===== src/rtl/fetch_phase_pkg.sv =====
`default_nettype none
// ----------------------------------------------------------------------------
// Module : fetch_phase_pkg
// Brief  : Shared types for the fetch front end: address type, fetch state
//          encoding and the decode-side window bundle.
// Rev    : 1.0  initial release
// ----------------------------------------------------------------------------
package fetch_phase_pkg;

  localparam int ADDR_W = 32;
  typedef logic [ADDR_W-1:0] addr_t;

  typedef enum logic [1:0] {
    FS_WARM   = 2'd0,
    FS_SYNC   = 2'd1,
    FS_STREAM = 2'd2
  } fetch_state_t;

  localparam int FD_WIN     = 8;
  localparam int FD_AVAIL_W = $clog2(FD_WIN + 1);

  // Decode-side bundle for the default window width
  typedef struct packed {
    logic [8*FD_WIN-1:0]   bytes;
    addr_t                 pc;
    logic [FD_AVAIL_W-1:0] avail;
  } fd_win_t;

endpackage
`default_nettype wire


===== src/rtl/fetch_phase_byte_window_fifo.sv =====
`default_nettype none
// ----------------------------------------------------------------------------
// Module : byte_window_fifo
// Brief  : Byte FIFO with single-byte push, multi-byte pop and a WIN-lane
//          head window (lanes beyond the held count read as zero).
// Rev    : 1.0  initial release
// ----------------------------------------------------------------------------
module byte_window_fifo #(
  parameter  int FQ_DEPTH = 16,
  parameter  int WIN      = 8,
  localparam int PTR_W    = $clog2(FQ_DEPTH),
  localparam int CNT_W    = $clog2(FQ_DEPTH + 1),
  localparam int AVAIL_W  = $clog2(WIN + 1)
) (
  input  logic               clk,
  input  logic               rstn,
  input  logic               flush,
  input  logic               push,
  input  logic [7:0]         push_byte,
  input  logic [AVAIL_W-1:0] pop_cnt,
  output logic [CNT_W-1:0]   count,
  output logic [8*WIN-1:0]   win_bytes,
  output logic [AVAIL_W-1:0] avail
);

  logic [7:0]       r_mem [FQ_DEPTH];
  logic [PTR_W-1:0] r_rd_ptr;
  logic [PTR_W-1:0] r_wr_ptr;
  logic [CNT_W-1:0] r_count;

  // Pointer and occupancy bookkeeping; flush empties, otherwise push and pop combine
  always_ff @(posedge clk) begin
    if (!rstn) begin
      r_rd_ptr <= '0;
      r_wr_ptr <= '0;
      r_count  <= '0;
    end else if (flush) begin
      r_rd_ptr <= '0;
      r_wr_ptr <= '0;
      r_count  <= '0;
    end else begin
      if (push) begin
        r_wr_ptr <= r_wr_ptr + PTR_W'(1);
      end
      r_rd_ptr <= r_rd_ptr + PTR_W'(pop_cnt);
      r_count  <= r_count + CNT_W'(push) - CNT_W'(pop_cnt);
    end
  end

  // Byte storage; contents need no reset since unoccupied lanes are masked
  always_ff @(posedge clk) begin
    if (push && !flush) begin
      r_mem[r_wr_ptr] <= push_byte;
    end
  end

  // Head window: lane i shows the i-th oldest byte, zero when not held
  for (genvar i = 0; i < WIN; i++) begin : g_lane
    logic [PTR_W-1:0] w_idx;
    assign w_idx = r_rd_ptr + PTR_W'(i);
    assign win_bytes[8*i +: 8] = (CNT_W'(i) < r_count) ? r_mem[w_idx] : 8'h00;
  end

  assign count = r_count;
  assign avail = (r_count >= CNT_W'(WIN)) ? AVAIL_W'(WIN) : AVAIL_W'(r_count);

endmodule
`default_nettype wire


===== src/rtl/fetch_phase.sv =====
`default_nettype none
// ----------------------------------------------------------------------------
// Module : fetch_phase
// Brief  : Accepts PC-tagged instruction bytes, keeps only the contiguous
//          stream in a byte FIFO and presents a head window to the decoder.
//          Stalls the PC queue when full and drops everything on flush.
// Rev    : 1.0  initial release
// ----------------------------------------------------------------------------
module fetch_phase
  import fetch_phase_pkg::*;
#(
  parameter  int LOAD_LATENCY = 1,
  parameter  int FQ_DEPTH     = 16,
  parameter  int WIN          = 8,
  localparam int AVAIL_W      = $clog2(WIN + 1)
) (
  input  logic               clk,
  input  logic               rstn,
  input  logic [7:0]         inst_byte,
  input  addr_t              pc_to_fet,
  input  logic               flush,
  output logic               stall_pc,
  output logic [8*WIN-1:0]   fd_bytes,
  output addr_t              fd_pc,
  output logic [AVAIL_W-1:0] fd_avail,
  input  logic [AVAIL_W-1:0] fd_consume
);

  localparam int CNT_W = $clog2(FQ_DEPTH + 1);
  localparam int LAT_W = (LOAD_LATENCY > 1) ? $clog2(LOAD_LATENCY + 1) : 1;
  localparam fetch_state_t FS_INIT = (LOAD_LATENCY == 0) ? FS_SYNC : FS_WARM;

  fetch_state_t       r_fs;
  logic [LAT_W-1:0]   r_warm_cnt;
  addr_t              r_head_pc;
  addr_t              r_tail_pc;
  logic [CNT_W-1:0]   w_count;
  logic               w_stall;
  logic               w_push;
  logic [AVAIL_W-1:0] w_pop;

  // Full FIFO freezes the PC queue; depends on registered occupancy only
  assign w_stall = (w_count == CNT_W'(FQ_DEPTH));

  // Never retire more than the window shows
  assign w_pop = (fd_consume > fd_avail) ? fd_avail : fd_consume;

  // Accept decision: first byte after sync, then only the expected next PC
  always_comb begin
    w_push = 1'b0;
    if (!flush) begin
      case (r_fs)
        FS_SYNC:   w_push = !w_stall;
        FS_STREAM: w_push = !w_stall && (pc_to_fet == r_tail_pc);
        default:   w_push = 1'b0;
      endcase
    end
  end

  // Fetch state machine with head/tail PC tracking
  always_ff @(posedge clk) begin
    if (!rstn) begin
      r_fs       <= FS_INIT;
      r_warm_cnt <= LAT_W'(LOAD_LATENCY);
      r_head_pc  <= '0;
      r_tail_pc  <= '0;
    end else if (flush) begin
      r_fs <= FS_SYNC;
    end else begin
      case (r_fs)
        FS_WARM: begin
          // Bytes returned before the first real fetch are stale
          if (r_warm_cnt <= LAT_W'(1)) begin
            r_warm_cnt <= '0;
            r_fs       <= FS_SYNC;
          end else begin
            r_warm_cnt <= r_warm_cnt - LAT_W'(1);
          end
        end
        FS_SYNC: begin
          if (w_push) begin
            r_head_pc <= pc_to_fet;
            r_tail_pc <= pc_to_fet + addr_t'(1);
            r_fs      <= FS_STREAM;
          end
        end
        FS_STREAM: begin
          if (w_push) begin
            r_tail_pc <= r_tail_pc + addr_t'(1);
          end
          r_head_pc <= r_head_pc + addr_t'(w_pop);
        end
        default: r_fs <= FS_SYNC;
      endcase
    end
  end

  byte_window_fifo #(
    .FQ_DEPTH (FQ_DEPTH),
    .WIN      (WIN)
  ) u_fifo (
    .clk       (clk),
    .rstn      (rstn),
    .flush     (flush),
    .push      (w_push),
    .push_byte (inst_byte),
    .pop_cnt   (w_pop),
    .count     (w_count),
    .win_bytes (fd_bytes),
    .avail     (fd_avail)
  );

  assign stall_pc = w_stall;
  assign fd_pc    = r_head_pc;

  // Decoder contract: retire no more than the visible window
  assert property (@(posedge clk) disable iff (!rstn || flush) fd_consume <= fd_avail);

endmodule
`default_nettype wire


===== config.mk =====
export PLATFORM = sky130hd
export DESIGN_NAME = fetch_phase
export DESIGN_NICKNAME = d
export VERILOG_FILES = /design/src/rtl/fetch_phase_pkg.sv /design/src/rtl/fetch_phase_byte_window_fifo.sv /design/src/rtl/fetch_phase.sv
export SDC_FILE = /design/constraint.sdc
export NUM_CORES = 1
export LEC_CHECK = 0
export CAP_MARGIN = 20
export CORE_UTILIZATION = 38
export DETAILED_ROUTE_END_ITERATION = 8
export PLACE_DENSITY_LB_ADDON = 0.25
export SKIP_CTS_REPAIR_TIMING = 1
export SLEW_MARGIN = 20
export SYNTH_ARGS = -nofsm -noshare
export SYNTH_HDL_FRONTEND = slang
export SYNTH_SLANG_ARGS = --single-unit

===== constraint.sdc =====
create_clock -name clk -period 6.5 [get_ports clk]
set_clock_uncertainty 0.1 [all_clocks]
set_input_delay 0.975 -clock clk [delete_from_list [all_inputs] [get_ports clk]]
set_output_delay 0.975 -clock clk [all_outputs]
set_load 0.005 [all_outputs]

After elaboration in Yosys (flattened, before gate mapping)
Memory sizes are Yosys's and may differ from the RTL's. A register that Yosys moved wholly into a read port is not among the register bits.
Cells that the tools add are included.
- $add $sub $neg: 15
- multipliers: 0
- div/mod/pow operators: 0
- order comparisons: 11
- equal/unequal tests: 10
- shift-type cells: 0
- muxes and demuxes: 25
- bitwise operators: 3
- reductions and logical operators: 12
- operators with widths (kind ; count):
    32-bit case mux with 2 select lines ; 2
    32-bit two-way mux ; 3
    32-bit by 1-bit adder with 32-bit output (second input constant) ; 2
    8-bit two-way mux ; 8
    32-bit by 4-bit adder with 32-bit output ; 1
    32-bit == test ; 1
    3-bit by 5-bit less-than comparator with 1-bit output (first input constant) ; 4
    4-bit by 3-bit adder with 4-bit output (second input constant) ; 4
    4-bit two-way mux ; 3
    1-bit by 5-bit less-than comparator with 1-bit output (first input constant) ; 2
    2-bit by 5-bit less-than comparator with 1-bit output (first input constant) ; 2
    3-bit AND reduction ; 3
    4-bit by 1-bit adder with 4-bit output (second input constant) ; 2
    4-bit by 2-bit adder with 4-bit output (second input constant) ; 2
    2-bit case mux with 3 select lines ; 1
    5-bit by 1-bit adder with 5-bit output ; 1
    5-bit == test (second input constant) ; 1
    5-bit by 4-bit >= comparator with 1-bit output (second input constant) ; 1
    1-bit two-way mux ; 5
    5-bit by 4-bit subtractor with 5-bit output ; 1
    4-bit adder ; 1
    4-bit > comparator ; 1
    2-bit two-way mux ; 2
    2-bit by 1-bit inequality test with 1-bit output (second input constant) ; 2
    16 further kinds ; 21
- bits in registers: 80
- bits in latches: 0
- RAM bits: 128
- ROM bits: 0
- input bits: 47
- output and inout bits: 101
- logic and storage cells: 85
- memories kept: 1
- memories (memory ; depth ; width ; read ports ; clocked after memory_dff ; write ports ; line ; text):
    u_fifo.r_mem ; 16 ; 8 ; 8 ; 1 ; 1 ; fetch_phase_byte_window_fifo.sv:26 ; logic [7:0] r_mem [FQ_DEPTH];

Depth between registers and ports, before layout
Gate-level depths: netlist of the first run.
- word-level depth: 8
- mapped depth: 21
- mapped depth without buffers: 19

Cells and area by module
From an unflattened synthesis of the first run, not the netlist that was laid out.
- cells, all modules: 1389
- area, all modules: 15463.6 sq um
- modules (own cells, without submodules) (module ; times used ; cells an instance ; area an instance (sq um) ; seq. area each (sq um)):
    byte_window_fifo ; 1 ; 648 ; 10057.1 ; 4103.9
    fetch_phase ; 1 ; 741 ; 5406.4 ; 1321.3

Worst setup path after synthesis of the first run
No wires, ideal clock.
- kind: input-to-reg
- from: input port fd_consume[1]
- to: register r_head_pc[30] (netlist: fd_pc[30])
- setup time: 0.125 ns
- arrival time: 4.396 ns
- data required time: 6.275 ns
- setup slack: 1.879 ns
- stages: 17
- path buffers: 1
- cell sequence: ha_1 -> nor2b_1 -> o21a_1 -> o21a_1 -> o21ai_1 -> nand2_1 -> o21ai_0 -> inv_1 -> fa_1 -> nor2b_1 -> o21ai_0 -> a2111oi_2 -> and3b_1 -> and2_1 -> buf_2 -> a41oi_1 -> nor3b_1
- word-level cells in the longest chain between the ends: 4
- RTL lines (element ; line ; text):
    start: declaration ; fetch_phase.sv:26 ; input logic [AVAIL_W-1:0] fd_consume
    4-bit > comparator ; fetch_phase.sv:46 ; assign w_pop = (fd_consume > fd_avail) ? fd_avail : fd_consume;
    4-bit two-way mux * ; fetch_phase.sv:46 ;
    32-bit by 4-bit adder with 32-bit output * ; fetch_phase.sv:91 ; r_head_pc <= r_head_pc + addr_t'(w_pop);
    32-bit case mux with 2 select lines * ; fetch_phase.sv:70 ; case (r_fs)
    end signal: assignment ; fetch_phase.sv:82 ; r_head_pc <= pc_to_fet;
    end signal: assignment ; fetch_phase.sv:91 ;
    end: declaration ; fetch_phase.sv:35 ; addr_t r_head_pc;
Every way passes the cells marked *; elsewhere a longest branch is shown, timed or not.
A chain may end at the register's enable or synchronous reset.

Worst setup path after layout of the first run
- from: register u_fifo.r_rd_ptr[1]
- to: output port fd_bytes[41]
- word-level cells in the longest chain between the ends: 3
- RTL lines (element ; line ; text):
    start: declaration ; fetch_phase_byte_window_fifo.sv:27 ; logic [PTR_W-1:0] r_rd_ptr;
    start signal: assignment ; fetch_phase_byte_window_fifo.sv:45 ; r_rd_ptr <= r_rd_ptr + PTR_W'(pop_cnt);
    4-bit by 3-bit adder with 4-bit output ; fetch_phase_byte_window_fifo.sv:60 ; assign w_idx = r_rd_ptr + PTR_W'(i);
    memory 16 x 8 bit ; n/a ;
    8-bit two-way mux ; fetch_phase_byte_window_fifo.sv:61 ; assign win_bytes[8*i +: 8] = (CNT_W'(i) < r_count) ? r_mem[w_idx] : 8'h00;
    end: declaration ; fetch_phase.sv:23 ; output logic [8*WIN-1:0] fd_bytes,
Every way passes these cells.

==> results of run 1 <==
-- worst register-to-register path, stage by stage, from the launching register on --
cell,delay [ns]
dfxtp_1,0.33
or2_2,0.49
inv_1,0.18
nand2_1,0.11
ha_1,0.33
nor2b_1,0.13
o21a_1,0.16
o21a_1,0.16
o21ai_1,0.36
nand2_1,0.09
o21ai_0,0.28
inv_1,0.18
fa_1,0.46
nor2b_1,0.16
o21ai_0,0.22
a2111oi_2,0.42
buf_4,0.20
and3b_1,0.27
and2_1,0.28
a311oi_1,0.13
nor3b_1,0.25
-- kinds of logic (layout without fill, tap and decap cells) --
group,count (synthesis),after routing,share of synthesized area [%]
buf+inv,137,275,3.84
simple gates,417,417,14.8
compound gates,282,282,12.4
xor+xnor,52,52,2.98
fa+ha+maj,36,36,3.05
flops,207,207,34.9
mux,214,214,28.0
-- sequential cells by signal, summed over array words and instances (netlist names) --
signal / cells
u_fifo.r_mem: 128
fd_pc: 32
r_tail_pc: 32
u_fifo.count: 5
u_fifo.r_rd_ptr: 4
u_fifo.r_wr_ptr: 4
r_fs: 2
-- area by class of cell --
cell class | count | area (um2)
Fill cell | 3663 | 21600
Multi-Input combinational cell | 1001 | 9570
Sequential cell | 207 | 5430
Timing Repair Buffer | 193 | 1850
Clock buffer | 32 | 662
Tap cell | 525 | 657
Inverter | 38 | 143
Clock inverter | 12 | 73.8
-- cell usage after synthesis, types with 7 or more instances --
cell type | count | share of area (%)
nor2b_1 | 82 | 3.3
clkbuf_1 | 48 | 1.2
o211ai_1 | 11 | 0.53
dfxtp_1 | 79 | 10
inv_1 | 33 | 0.80
buf_2 | 30 | 0.97
nor2_1 | 78 | 1.9
nor3_1 | 24 | 0.77
nor3b_1 | 7 | 0.34
xor2_1 | 10 | 0.56
edfxtp_1 | 128 | 25
xnor2_1 | 41 | 2.3
o21ai_0 | 59 | 1.9
nand4_1 | 22 | 0.89
nand3_1 | 36 | 1.2
mux4_2 | 176 | 26
a211oi_1 | 48 | 2.3
nand2_1 | 77 | 1.9
ha_1 | 33 | 2.7
a311oi_1 | 7 | 0.39
and3_1 | 16 | 0.64
a21oi_1 | 67 | 2.2
mux2i_1 | 35 | 2.3
and2_1 | 21 | 0.85
a31oi_1 | 19 | 0.77
buf_1 | 15 | 0.36
-- worst paths after layout --
path                      startpoint            to  slack [ns]  cells after the start
hold / removal          r_tail_pc[9]  r_tail_pc[9]        0.39                      2
setup / recovery  u_fifo.r_rd_ptr[1]  fd_bytes[41]        1.12                      7
hold reg to reg         r_tail_pc[9]  r_tail_pc[9]        0.39                      2
setup reg to reg     u_fifo.count[4]     fd_pc[30]        1.13                     20
-- where the power goes --
| group | switching [mW] | total, mW | internal, mW |
|---|---|---|---|
| combinational | 1.46 | 3.01 | 1.55 |
| sequential | 0.0913 | 1.54 | 1.45 |
| clock | 0.576 | 1.30 | 0.720 |
-- per-layer routing --
metal,track usage (%),up-vias
met5,0,-
met4,7.84,0
met3,3.81,82
met2,38.4,594
met1,30.4,6407
li1,-,5598
==> flow_metrics.py, run 1 <==
metrics = {
    "layout": {
        "design_area_um2": 18400,
        "final_util_pct": 46.0,
        "syn_to_final_growth_pct": 18.5,
        "mostFrequentLayoutCells": "mux4_2, clkdlybuf4s50_1, edfxtp_1, nor2b_1",
        "num-nets-final": 1548,
        "mostFrequentLayoutCell": "mux4_2",
        "layout-drive-gt1-share_pct": 20.0,
        "diodes": 0,
        "layoutNonFillerInstCount": 2008,
    },
    "global_routing": {
        "first_global_vias": 11900,
        "grt.overflow.total": 0,
        "groute.usage.overall_pct": 23.1,
        "antenna_found_initial": 0,
        "grt_pass1_wl_um": 72600,
        "grt_max_degree": 135,
    },
    "synth": {
        "synth_top_flop_cell": "edfxtp_1",
        "synthArstFlopShare_pct": 0,
        "ys_seq_elements": 207,
        "syn_area_per_cell_um2": 11.5,
        "synth_cell_types": 88,
        "syn_area_um2": 15500,
        "synth_edf_count": 128,
        "yosys_warnings": 0,
        "seq_area_frac_synth_pct": 34.9,
        "synthCells": 1345,
        "syn-num-nets": 1428,
    },
    "sta": {
        "fmax_ghz": 0.186,
        "worst_pin_slew_ns": 1.07,
        "grt_setup_unrepaired": "no",
        "setup_violations": 0,
        "hold_viol_final": 0,
        "min_period_ns": 5.38,
        "slew_viol_final": 0,
        "fin_crit_sh_pct": 82.7,
        "fin_hold_ws_ns": 0.394,
        "fin_ws_ns": 1.12,
        "setup-tns-final_ns": 0,
        "relSlewSlack_pct": 28.1,
    },
    "route": {
        "via_per_inst": 6.32,
        "route.met2.wl_um": 23800,
        "met1Wirelength_um": 19300,
        "dr_wl_met3_um": 4110,
        "drt_wl_total_um": 48700,
        "initialDrtViolationCount": 1135,
        "wl_per_cell_um": 24.2,
        "vias": 12700,
        "highest_layer": "met4",
        "ant_nets": 0,
        "dr.pass1.iters": 6,
        "drc": 0,
    },
    "clock_network": {
        "clk_latency_ns": 0.54,
        "cts_made_buffers": 24,
        "cts-root-buf": "clkbuf_16",
        "htree_levels": 1,
        "clk_pin_slew_ns": 0.06,
        "cts.sinks": 207,
        "cts_buffer_depth": 3,
        "cts_tree": "done",
    },
    "die": {
        "ios": 148,
        "rows": 73,
        "fp.coreArea_um2": 40000,
        "die_h_um": 204,
        "die_width_um": 204,
        "start_util_pct": 38.8,
        "fp.dieArea_um2": 41700,
    },
    "placed_design": {
        "hpwl_um": 34000,
        "place_area_um2": 17600,
        "port_buffers": 147,
        "placed_cells": 1963,
        "place_ws_ns": 0.935,
        "place_congestion": 0.851,
    },
    "critical_path": {
        "cp_top_family": "buffers and inverters",
        "cp.buffers_inverters": 3,
        "slowest_delay_ns": 0.79,
        "path_max_fanout": 42,
        "critPathLaunchType": "flip-flop",
        "endpoint_kind": "primary output",
        "worstPathCellList": "inv_1 -> ha_4 -> buf_16 -> mux4_2 -> mux4_2 -> nor2b_1 -> clkdlybuf4s50_1",
        "path_common_cell": "mux4_2",
        "crit_required_ns": 5.42,
        "critPathKind": "reg -> out",
        "cp.arrival_ns": 4.30,
        "cpMaxStageDelayCell": "dfxtp_2",
    },
    "run": {
        "drv_cap": 0,
    },
    "status": {
        "status": "finished, final reports clean",
    },
    "pwr": {
        "ir_worst_vdd_mv": 0.205,
        "power_density_nw_per_um2": 318,
        "total_power_mw": 5.85,
        "p_leak_nw": 5.79,
    },
    "worst_hold_path": {
        "min_path_type": "reg -> reg",
    },
}
Power figures use the tool's default switching activity.
==> run 2, diff against run 1 <==
==> constraint.sdc (replaced) <==
create_clock -name clk -period 5.12 [get_ports clk]
set_clock_uncertainty 0.1 [all_clocks]
set_input_delay 0.768 -clock clk [delete_from_list [all_inputs] [get_ports clk]]
set_output_delay 0.768 -clock clk [all_outputs]
set_load 0.005 [all_outputs]
==> run 2 against run 1 <==
  * Cell count grew 0.95%
  * Worst setup slack lost 0.63 ns
  * Hold slack lost 0.0037 ns
  * Clock-buffer cell count shrank 3
  * Sequential power grew 27%
  * Critical path depth grew 14
  * Critical endpoint is now fd_pc[22]
  * Highest routed layer unchanged
==> flow_metrics.py, run 2 (same netlist as run 1, synthesis figures left out) <==
metrics = {
    "route": {
        "drt_wl_total_um": 48600,
        "via_per_inst": 6.28,
        "route.met2.wl_um": 23600,
        "dr.pass1.iters": 5,
        "ant_nets": 0,
        "met1Wirelength_um": 19700,
        "initialDrtViolationCount": 1202,
        "vias": 12700,
        "dr_wl_met3_um": 3900,
        "highest_layer": "met4",
        "drc": 0,
        "wl_per_cell_um": 24.0,
    },
    "die": {
        "die_width_um": 204,
        "rows": 73,
        "start_util_pct": 38.8,
        "fp.coreArea_um2": 40000,
        "fp.dieArea_um2": 41700,
        "die_h_um": 204,
        "ios": 148,
    },
    "placed_design": {
        "port_buffers": 147,
        "place_ws_ns": 0.0611,
        "hpwl_um": 34400,
        "placed_cells": 1981,
        "place_congestion": 0.896,
        "place_area_um2": 17800,
    },
    "global_routing": {
        "grt_max_degree": 84,
        "first_global_vias": 12000,
        "groute.usage.overall_pct": 23.2,
        "grt_pass1_wl_um": 73700,
        "antenna_found_initial": 0,
        "grt.overflow.total": 0,
    },
    "pwr": {
        "power_density_nw_per_um2": 412,
        "p_leak_nw": 5.92,
        "p_comb_share_pct": 50.6,
        "intPower_mw": 4.96,
        "ir_worst_vdd_mv": 0.306,
        "power.switching_mw": 2.72,
        "clkPwrFrac_pct": 23.9,
        "swShare_pct": 35.4,
        "power_frac_seq_pct": 25.5,
    },
    "critical_path": {
        "crit_required_ns": 5.48,
        "cpMaxStageDelayCell": "a2111oi_2",
        "worstPathCellList": "or2_2 -> inv_1 -> nand2_1 -> ha_1 -> nor2b_1 -> o21a_1 -> o21a_1 -> o21ai_1 -> buf_4 -> nand2_1 -> o21ai_0 -> inv_1 -> fa_1 -> nor2b_1 -> o21ai_0 -> a2111oi_2 -> buf_4 -> nand4_1 -> o21ai_0 -> a21oi_1 -> nor3_1",
        "cp.arrival_ns": 4.99,
        "critPathLaunchType": "flip-flop",
        "endpoint_kind": "flip-flop",
        "critPathKind": "reg -> reg",
        "slowest_delay_ns": 0.48,
        "cp.buffers_inverters": 4,
        "path_common_cell": "o21ai_0",
        "cp_top_family": "compound AO/OA/AOI/OAI gates",
        "path_max_fanout": 4,
    },
    "sta": {
        "relSlewSlack_pct": 32.2,
        "setup_violations": 0,
        "worst_pin_slew_ns": 1.01,
        "grt_setup_unrepaired": "no",
        "slew_viol_final": 0,
        "fmax_ghz": 0.216,
        "fin_crit_sh_pct": 90.4,
        "setup-tns-final_ns": 0,
        "min_period_ns": 4.63,
        "hold_viol_final": 0,
        "fin_ws_ns": 0.493,
    },
    "layout": {
        "design_area_um2": 18600,
        "num-nets-final": 1567,
        "mostFrequentLayoutCells": "mux4_2, clkdlybuf4s50_1, edfxtp_1, nor2b_1, nor2_1",
        "mostFrequentLayoutCell": "mux4_2",
        "top_register": "u_fifo.r_mem",
        "layout-drive-gt1-share_pct": 21.0,
        "diodes": 0,
        "syn_to_final_growth_pct": 20.1,
        "largest_reg_flops": 128,
        "final_util_pct": 46.6,
        "multi_input_area_um2": 9570,
        "filler_cell_count": 3658,
        "register_area_um2": 5430,
        "layoutNonFillerInstCount": 2027,
    },
    "clock_network": {
        "cts_made_buffers": 25,
        "clk_pin_slew_ns": 0.06,
        "cts-root-buf": "clkbuf_16",
        "cts_tree": "done",
        "clk_latency_ns": 0.55,
        "htree_levels": 1,
        "cts_buffer_depth": 3,
        "cts.sinks": 207,
    },
    "run": {
        "drv_cap": 0,
    },
    "status": {
        "status": "finished, final reports clean",
    },
    "worst_hold_path": {
        "min_path_type": "reg -> reg",
    },
}
==> run 2: cell count changes in the layout (fill, tap and decap cells not counted), sizes merged <==
cell and change:
buf +18, clkinvlp +2, inv -1, clkbuf -3, clkinv -1, bufinv +4
==> run 2: through the flow <==
step	hold WS [ns]	power (mW)
after global placement	0.372	5.81
after detailed placement	0.381	5.85
after floorplan	0.357	4.17
after CTS	0.388	7.69
final	0.390	7.69
after global routing	0.424	8.06
==> run 2: tightest hold or removal path: cells and delay by family (launching register included) <==
family	cells	cell delay, ns
AO/OA/AOI/OAI	1	0.05
AND/OR/NAND/NOR	1	0.06
flip-flops	1	0.33
==> run 2: final cells by class <==
cell class / count / area share [%]
Multi-Input combinational cell: 1001 / 51.3
Clock buffer: 29 / 3.44
Clock inverter: 16 / 1.07
Tap cell: 525 / 3.52
Sequential cell: 207 / 29.1
Inverter: 38 / 0.765
Timing Repair Buffer: 211 / 10.7
==> run 2: power groups by stage <==
stage	Clock, mW	Sequential (mW)	Combinational, mW
6_report	1.84	1.96	3.89
5_1_grt	1.94	1.97	4.15
4_1_cts	1.86	1.96	3.87
3_5_place_dp	0	1.99	3.86
3_3_place_gp	0	1.99	3.82
2_1_floorplan	0	1.93	2.24
==> run 2: metal layers <==
| layer | track usage (%) | up-vias |
|---|---|---|
| li1 | - | 5637 |
| met1 | 31.1 | 6416 |
| met2 | 38.2 | 579 |
| met3 | 3.65 | 93 |
| met4 | 7.65 | 0 |
| met5 | 0 | - |
==> run 2: worst paths after layout <==
path                            slack (ns)             from  depth (start not counted)      endpoint
worst min-delay path                  0.39     r_tail_pc[9]                          2  r_tail_pc[9]
worst min register to register        0.39     r_tail_pc[9]                          2  r_tail_pc[9]
worst max-delay path                  0.49  u_fifo.count[4]                         21     fd_pc[22]
worst max register to register        0.49  u_fifo.count[4]                         21     fd_pc[22]
